===== src/rtl/axi_16bit_serializer.sv =====
// axi_16bit_serializer
// Width-down converter: each 16-bit slave word is emitted as two 8-bit master
// beats, the second flagged with m_axis_last. word_count tracks fully emitted
// words and wraps modulo 2^COUNT_WIDTH.
//
// state  | meaning
// -------+----------------------------------------------
// IDLE   | no word held, ready to accept a new word
// FIRST  | word held, presenting its first byte
// SECOND | presenting second byte; may accept next word
module axi_16bit_serializer #(
    parameter bit MSB_FIRST   = 1'b0,
    parameter int COUNT_WIDTH = 16
) (
    input  logic                   clk,
    input  logic                   rst,
    input  logic [15:0]            s_axis_data,
    input  logic                   s_axis_valid,
    output logic                   s_axis_ready,
    output logic [7:0]             m_axis_data,
    output logic                   m_axis_valid,
    input  logic                   m_axis_ready,
    output logic                   m_axis_last,
    output logic [COUNT_WIDTH-1:0] word_count
);

    typedef enum logic [1:0] {
        IDLE   = 2'd0,
        FIRST  = 2'd1,
        SECOND = 2'd2
    } state_t;

    state_t                 state;
    state_t                 state_nxt;
    logic [15:0]            word;
    logic [COUNT_WIDTH-1:0] count;
    logic                   capture;
    logic                   done;
    logic [7:0]             byte_first;
    logic [7:0]             byte_second;

    assign byte_first  = MSB_FIRST ? word[15:8] : word[7:0];
    assign byte_second = MSB_FIRST ? word[7:0]  : word[15:8];
    assign word_count  = count;

    // Next-state, handshake-derived strobes and port outputs.
    // s_axis_ready in SECOND follows m_axis_ready only, so the slave side
    // can never form a combinational loop through s_axis_valid.
    always_comb begin
        state_nxt    = state;
        s_axis_ready = 1'b0;
        m_axis_valid = 1'b0;
        m_axis_last  = 1'b0;
        m_axis_data  = 8'h00;
        capture      = 1'b0;
        done         = 1'b0;
        case (state)
            IDLE: begin
                s_axis_ready = !rst;
                if (s_axis_valid && !rst) begin
                    capture   = 1'b1;
                    state_nxt = FIRST;
                end
            end
            FIRST: begin
                m_axis_valid = 1'b1;
                m_axis_data  = byte_first;
                if (m_axis_ready) begin
                    state_nxt = SECOND;
                end
            end
            SECOND: begin
                m_axis_valid = 1'b1;
                m_axis_last  = 1'b1;
                m_axis_data  = byte_second;
                s_axis_ready = m_axis_ready && !rst;
                if (m_axis_ready) begin
                    done = 1'b1;
                    if (s_axis_valid) begin
                        capture   = 1'b1;
                        state_nxt = FIRST;
                    end else begin
                        state_nxt = IDLE;
                    end
                end
            end
            default: begin
                state_nxt = IDLE;
            end
        endcase
    end

    // State, held word and completed-word counter; reset overrides everything.
    always_ff @(posedge clk) begin
        if (rst) begin
            state <= IDLE;
            word  <= 16'h0000;
            count <= '0;
        end else begin
            state <= state_nxt;
            if (capture) begin
                word <= s_axis_data;
            end
            if (done) begin
                count <= count + {{(COUNT_WIDTH-1){1'b0}}, 1'b1};
            end
        end
    end

endmodule


===== config.mk =====
export PLATFORM = sky130hd
export DESIGN_NAME = axi_16bit_serializer
export DESIGN_NICKNAME = d
export VERILOG_FILES = /design/src/rtl/axi_16bit_serializer.sv
export SDC_FILE = /design/constraint.sdc
export NUM_CORES = 1
export LEC_CHECK = 0
export BUFFER_PORTS_ARGS = -buffer_cell sky130_fd_sc_hd__buf_2
export CAP_MARGIN = 10
export CORE_ASPECT_RATIO = 1.5
export CORE_UTILIZATION = 51
export CTS_CLUSTER_SIZE = 40
export DETAILED_ROUTE_END_ITERATION = 10
export PLACE_DENSITY = 0.79
export SYNTH_ARGS = -nofsm -noshare
export SYNTH_HDL_FRONTEND = slang
export SYNTH_SLANG_ARGS = --single-unit

===== constraint.sdc =====
create_clock -name clk -period 2.35 [get_ports clk]
set_input_delay 0.3525 -clock clk [delete_from_list [all_inputs] [get_ports clk]]
set_output_delay 0.3525 -clock clk [all_outputs]
set_load 0.01 [all_outputs]

==> reports/qor.txt, run 1 <==
gate family responsible for the most delay along the worst path: adder cells
Post-synth top flop: sky130_fd_sc_hd__dfxtp_1
total iterations of the first detailed-routing run: 4
clock sink count: 34
post-CTS repair timing setup buffer count: 0
transition time of the tightest slew-check pin: 422 ps
number of DRC violations after detailed routing: 0
biggest area consumer among synthesized cells: sky130_fd_sc_hd__dfxtp_1
critical path depth in cells: 5
number of synthesized register bits: 34
vias in the first global route: 1309
number of vias per cell: 5.31
worst hold path cell count: 3
clock input transition at the sequential cells of the worst setup and hold paths: 70 ps
area taken by flip-flops and latches: 681 um^2
post-route antenna net violation count: 0
final total power: 1540 uW
area of the placeable core: 2940 um^2
critical path's slowest cell: sky130_fd_sc_hd__ha_1
Worst R2R Setup Slack: 330 ps
critical path capture point type: output pin
clock tree from TritonCTS: built
number of maximum-capacitance violations: 0
wire length per cell after detailed routing: 12.3 um
CTS Hold Bufs: 0
Total Routing Usage GR: 22.2%
status: finished, final reports clean
areal power density over the cells: 781 nW/um^2
Min Hold Slack: 293 ps
number of top-level design ports: 47
number of distinct standard cells referenced by the synthesized netlist: 30
final weighted congestion in routability-driven placement: 0.731
antenna fix cells: 0
area grow syn2layout: 22.0%
total number of vias: 1408
Setup WS pre-CTS: 346 ps
Cell Chain, Critical Path: inv_1 -> ha_1 -> a22oi_1 -> nor2b_1 -> buf_2
total routed wirelength: 3.25 mm
Worst Path Buf+Inv: 2
Clk Latency, worst-skew pair: 290 ps
number of instances in the synthesized netlist: 177
worst IR drop on VDD: 0.000796 V
Post-synth ARST share: 0%
dominant cells by area after synthesis: sky130_fd_sc_hd__dfxtp_1 42%, sky130_fd_sc_hd__mux2i_1 11%, sky130_fd_sc_hd__nor2_1 7.7%
worst reg2reg path endpoint: word_count[15]
number of resized instances in the post-cts repair step: 0
area share of the leading cell type in the synthesized netlist: 42.2%
wire length of the first global-routing pass: 5.46 mm
violation count after the first detailed-routing iteration: 25
multiplexer fraction of the synthesized cell area: 11.2%
Synth warnings: 0
WP data required: 2000 ps
number of flops mapped to enable cells by yosys: 0
estimated wirelength of the detail-placed design: 2.41 mm
static leakage: 0.000809 uW
Reg-to-Reg Start: state[0]
initial antenna violation count: 0
Setup Skew: 8.19 ps
TritonCTS Buffers: 5
Hold WC Path Type: in -> reg
number of core rows: 24
sink of the worst hold path: word[14]
Multi-input gate area: 885 um^2
maximum clock path buffer count: 2
post-synthesis share of cell area spent on full adders, half adders and majority gates: 6.21%
overflow left after global routing: 0
overall die height: 70.8 um
maximum number of pins on one net before global-route repair: 24
path type of the worst setup path: reg -> out
start point of the worst min-delay path: s_axis_data[14]
combinational family with the most area after synthesis: simple AND/OR/NAND/NOR gates
top achievable clock speed: 496 MHz
share of cells above drive strength 1: 26.1%
PortBufs: 46
initial core utilization: 54.8%
Setup WS post-layout: 333 ps
worst rel slew slack: 71.9%
total setup violations reported at the end of the flow: 0
data arrival time of the worst path: 1660 ps
htree depth: 2
Sum Neg Setup Slack: 0 ps
part of the Yosys area used for sequential elements: 42.2%
total standard cell area after synthesis: 1610 um^2
RSZ-0062 raised after global routing: no
share of the cycle needed by the critical path after routing: 85.8%
simple logic cell fraction of the synthesized area: 22.7%
max incr delay on CP: 440 ps
chip width: 47.9 um
Compound-Gate Fraction of Synth Area: 8.85%
full die area: 3390 um^2
mean area per synthesized cell: 9.10 um^2
total count of hold-check failures in the final report: 0
final critical-path required period: 2020 ps
filler instances: 291
share of the core filled with cells: 66.8%
Worst Reg2Reg Path Length in Cells: 6
largest fanout on the critical path: 11
net count after synthesis: 205
final number of max-transition violations: 0
CTS root buffer: sky130_fd_sc_hd__clkbuf_8
Setup crit start kind: flip-flop
xor and xnor area share after synthesis: 5.98%
fin nets: 253
==> layer usage <==
| layer | global-route usage, % | up-vias | wire length, um |
|---|---|---|---|
| met2 | 37.5 | 40 | 1730 |
| met5 | 0 | - | 0 |
| met3 | 8.42 | 3 | 154 |
| met1 | 23.9 | 660 | 1320 |
| li1 | - | 705 | - |
| met4 | 7.72 | 0 | 45 |
==> cell usage in the layout (no fill, tap or decap), drive strengths merged <==
master and instances:
clkinv 1, a22oi 8, inv 4, o21ai 3
nand2 8, xor2 2, nor2b 8, dfxtp 34
mux2i 18, a2bb2oi 1, or2 1, buf 48
nand3 6, or3 3, nor3 4, or4 2
xnor2 9, o31ai 2, nand2b 2, a21oi 8
ha 8, nor4 3, nand4 3, clkbuf 7
nor2 33
==> stage by stage <==
stage                     cell area [um^2]  instances
after floorplan                       1610        177
after global placement                1870        257
after detailed placement              1870        257
after CTS                             1970        265
after global routing                  1970        265
final                                 1970        265
==> registers in the layout, summed over array words and instances (netlist names) <==
register	flops
state	2
word	16
word_count	16
==> cell families after synthesis <==
| family | count (synthesis) |
|---|---|
| mux | 18 |
| compound gates | 22 |
| flops | 34 |
| xor+xnor | 11 |
| buf+inv | 11 |
| fa+ha+maj | 8 |
| simple gates | 73 |
==> worst max path at each step <==
stage,from,endpoint,slack [ps]
3_3_place_gp,state[0],word_count[15],400
3_5_place_dp,state[0],word_count[15],350
2_1_floorplan,state[0],word[12],430
5_1_grt,state[0],word_count[15],160
4_1_cts,state[0],m_axis_data[3],300
6_report,state[0],m_axis_data[3],330
==> report_power, final <==
group          leakage, uW  internal (uW)  switching, uW
clock network    0.0000482            236            206
registers         0.000275            631           38.6
logic             0.000485            193            231
==> area by class of cell <==
class	count	area share [%]
multi-input combinational	132	45.0
sequential	34	34.6
timing repair buffer	48	12.5
clock buffer	7	4.39
tap	39	2.48
inverter	4	0.764
clock inverter	1	0.255
==> synth_stat cells, drive strengths merged (4+ instances only) <==
master	count
xnor2	9
a22oi	8
mux2i	18
clkbuf	4
a21oi	8
nor2	33
nor3	4
nor2b	8
ha	8
dfxtp	34
nand2	8
inv	4
nand3	6
==> worst register-to-register path, stage by stage, from the launching register on <==
cell and delay, ps:
sky130_fd_sc_hd__dfxtp_1 350, sky130_fd_sc_hd__inv_1 140, sky130_fd_sc_hd__ha_1 290, sky130_fd_sc_hd__nand3_1 200, sky130_fd_sc_hd__or2_1 320, sky130_fd_sc_hd__or4_1 510, sky130_fd_sc_hd__a21oi_1 140
Note: power is estimated with default switching activity, not from simulation.
==> run 2: changes to the inputs <==
--- a/config.mk
+++ b/config.mk
@@ -8,10 +8,11 @@
 export BUFFER_PORTS_ARGS = -buffer_cell sky130_fd_sc_hd__buf_2
 export CAP_MARGIN = 10
 export CORE_ASPECT_RATIO = 1.5
-export CORE_UTILIZATION = 51
+export CORE_UTILIZATION = 53
+export CTS_BUF_LIST = sky130_fd_sc_hd__clkbuf_2
 export CTS_CLUSTER_SIZE = 40
 export DETAILED_ROUTE_END_ITERATION = 10
-export PLACE_DENSITY = 0.79
+export PLACE_DENSITY = 0.81
 export SYNTH_ARGS = -nofsm -noshare
 export SYNTH_HDL_FRONTEND = slang
 export SYNTH_SLANG_ARGS = --single-unit
==> reports/qor.txt, run 2 (synthesis gave the netlist of run 1 again) <==
max incr delay on CP: 430 ps (was 440 ps)
leading cell types in the layout, fill and taps excluded: 46 x sky130_fd_sc_hd__buf_2, 34 x sky130_fd_sc_hd__dfxtp_1, 33 x sky130_fd_sc_hd__nor2_1 (unchanged)
number of top-level design ports: 47 (unchanged)
final critical-path required period: 2040 ps (was 2020 ps)
leading cell type in the layout, fill and taps excluded: sky130_fd_sc_hd__buf_2 (unchanged)
overflow left after global routing: 0 (unchanged)
highest routing layer actually used: met4 (unchanged)
Clock Power Share: 25.9% (was 28.8%)
number of DRC violations after detailed routing: 0 (unchanged)
full die area: 3270 um^2 (was 3390 um^2)
total count of hold-check failures in the final report: 0 (unchanged)
clock sink count: 34 (unchanged)
antenna fix cells: 0 (unchanged)
met3 routed wirelength: 167 um (was 154 um)
fin nets: 254 (was 253)
final number of max-transition violations: 0 (unchanged)
area grow syn2layout: 20.8% (was 22.0%)
RSZ-0062 raised after global routing: no (unchanged)
overall die height: 69.5 um (was 70.8 um)
CTS root buffer: sky130_fd_sc_hd__clkbuf_2 (was sky130_fd_sc_hd__clkbuf_8)
initial core utilization: 55.3% (was 54.8%)
Clk Latency, worst-skew pair: 390 ps (was 290 ps)
relative contribution of combinational cells to total power: 28.4% (was 27.6%)
post-CTS repair timing setup buffer count: 0 (unchanged)
share of cells above drive strength 1: 26.9% (was 26.1%)
clock input transition at the sequential cells of the worst setup and hold paths: 180 ps (was 70 ps)
Sequential Power Share: 45.7% (was 43.6%)
CTS Hold Bufs: 0 (unchanged)
Setup crit start kind: flip-flop (unchanged)
Sw Pwr: 463 uW (was 475 uW)
maximum number of pins on one net before global-route repair: 36 (was 24)
wire length per cell after detailed routing: 12.0 um (was 12.3 um)
TritonCTS Buffers: 5 (unchanged)
critical path capture point type: output pin (unchanged)
initial antenna violation count: 0 (unchanged)
estimated wirelength of the detail-placed design: 2.36 mm (was 2.41 mm)
clock tree from TritonCTS: built (unchanged)
PortBufs: 46 (unchanged)
WP data required: 2000 ps (about the same)
share of the cycle needed by the critical path after routing: 87.0% (was 85.8%)
filler instances: 263 (was 291)
wire length on met2: 1.75 mm (was 1.73 mm)
Sum Neg Setup Slack: 0 ps (unchanged)
Post-DP Area: 1880 um^2 (was 1870 um^2)
area taken by flip-flops and latches: 681 um^2 (unchanged)
cell-internal power: 1000 uW (was 1060 uW)
areal power density over the cells: 752 nW/um^2 (was 781 nW/um^2)
status: finished, final reports clean (unchanged)
vias in the first global route: 1326 (was 1309)
htree depth: 2 (unchanged)
switch share: 31.6% (was 31.0%)
number of resized instances in the post-cts repair step: 0 (unchanged)
total number of vias: 1396 (was 1408)
number of core rows: 24 (unchanged)
total setup violations reported at the end of the flow: 0 (unchanged)
post-route antenna net violation count: 0 (unchanged)
maximum clock path buffer count: 2 (unchanged)
Post-Layout Inst Area: 1950 um^2 (was 1970 um^2)
Setup Skew: 10.6 ps (was 8.19 ps)
static leakage: 0.000809 uW (about the same)
wire length of the first global-routing pass: 5.33 mm (was 5.46 mm)
number of vias per cell: 5.25 (was 5.31)
data arrival time of the worst path: 1690 ps (was 1660 ps)
worst IR drop on VDD: 0.000648 V (was 0.000796 V)
worst rel slew slack: 75.8% (was 71.9%)
number of maximum-capacitance violations: 0 (unchanged)
Cell Chain, Critical Path: inv_1 -> ha_1 -> a22oi_1 -> nor2b_1 -> buf_2 (unchanged)
Multi-input gate area: 885 um^2 (unchanged)
chip width: 47.0 um (was 47.9 um)
largest fanout on the critical path: 9 (was 11)
path type of the worst setup path: reg -> out (unchanged)
transition time of the tightest slew-check pin: 359 ps (was 422 ps)
Total Routing Usage GR: 22.3% (was 22.2%)
total iterations of the first detailed-routing run: 4 (unchanged)
area of the placeable core: 2910 um^2 (was 2940 um^2)
total routed wirelength: 3.19 mm (was 3.25 mm)
final weighted congestion in routability-driven placement: 0.834 (was 0.731)
top achievable clock speed: 489 MHz (was 496 MHz)
M1 wire length: 1.21 mm (was 1.32 mm)
Hold WC Path Type: in -> reg (unchanged)
critical path's slowest cell: sky130_fd_sc_hd__dfxtp_1 (was sky130_fd_sc_hd__ha_1)
violation count after the first detailed-routing iteration: 31 (was 25)
==> run 2: cell count changes in the layout (fill, tap and decap cells not counted), sizes merged <==
cell and delta:
clkbuf -2, buf +1, bufinv +1, clkinv +1
==> run 2: per-stage QoR <==
step / hold slack (ps) / instances / util, % / worst slack (ps) / total power [uW]
final: 178 / 266 / 66.8 / 305 / 1460
after global routing: 167 / 266 / 66.8 / 181 / 1560
after CTS: 160 / 266 / 66.8 / 267 / 1480
after detailed placement: 475 / 258 / 64.6 / 361 / 1100
after global placement: 463 / 258 / 64.6 / 418 / 1100
after floorplan: 461 / 177 / - / 433 / 992
==> run 2: worst max-delay path: cells and delay by family, from the launching register on <==
kind            cells  cell delay (ps)
compound gates      1              240
buf+inv             2              260
fa+ha+maj           1              320
simple gates        1               70
flops               1              430
==> run 2: cell type report <==
class | instances | area share, %
clock buffers | 5 | 1.29
well taps | 39 | 2.51
repair buffers | 49 | 13.0
multi-input cells | 132 | 45.4
flip-flops and latches | 34 | 35.0
inverters | 4 | 0.771
clock inverters | 3 | 2.06
==> run 2: worst paths after layout <==
| path | startpoint | endpoint | slack (ps) | cells after the start |
|---|---|---|---|---|
| max | state[1] | m_axis_data[7] | 310 | 5 |
| max reg2reg | state[0] | word_count[15] | 340 | 6 |
| min reg2reg | word_count[15] | word_count[15] | 490 | 2 |
| min | s_axis_data[2] | word[2] | 180 | 3 |
==> run 2: per-layer routing <==
layer,global-route usage (%),vias to the layer above
met5,0,-
met4,10.2,0
met3,7.03,6
met2,40.0,40
met1,21.2,642
li1,-,708
==> run 2: power groups by stage <==
stage          logic [uW]  registers [uW]  clock network (uW)
3_5_place_dp          422             681                   0
6_report              416             669                 380
2_1_floorplan         319             673                   0
4_1_cts               423             669                 389
5_1_grt               470             677                 410
3_3_place_gp          419             678                   0
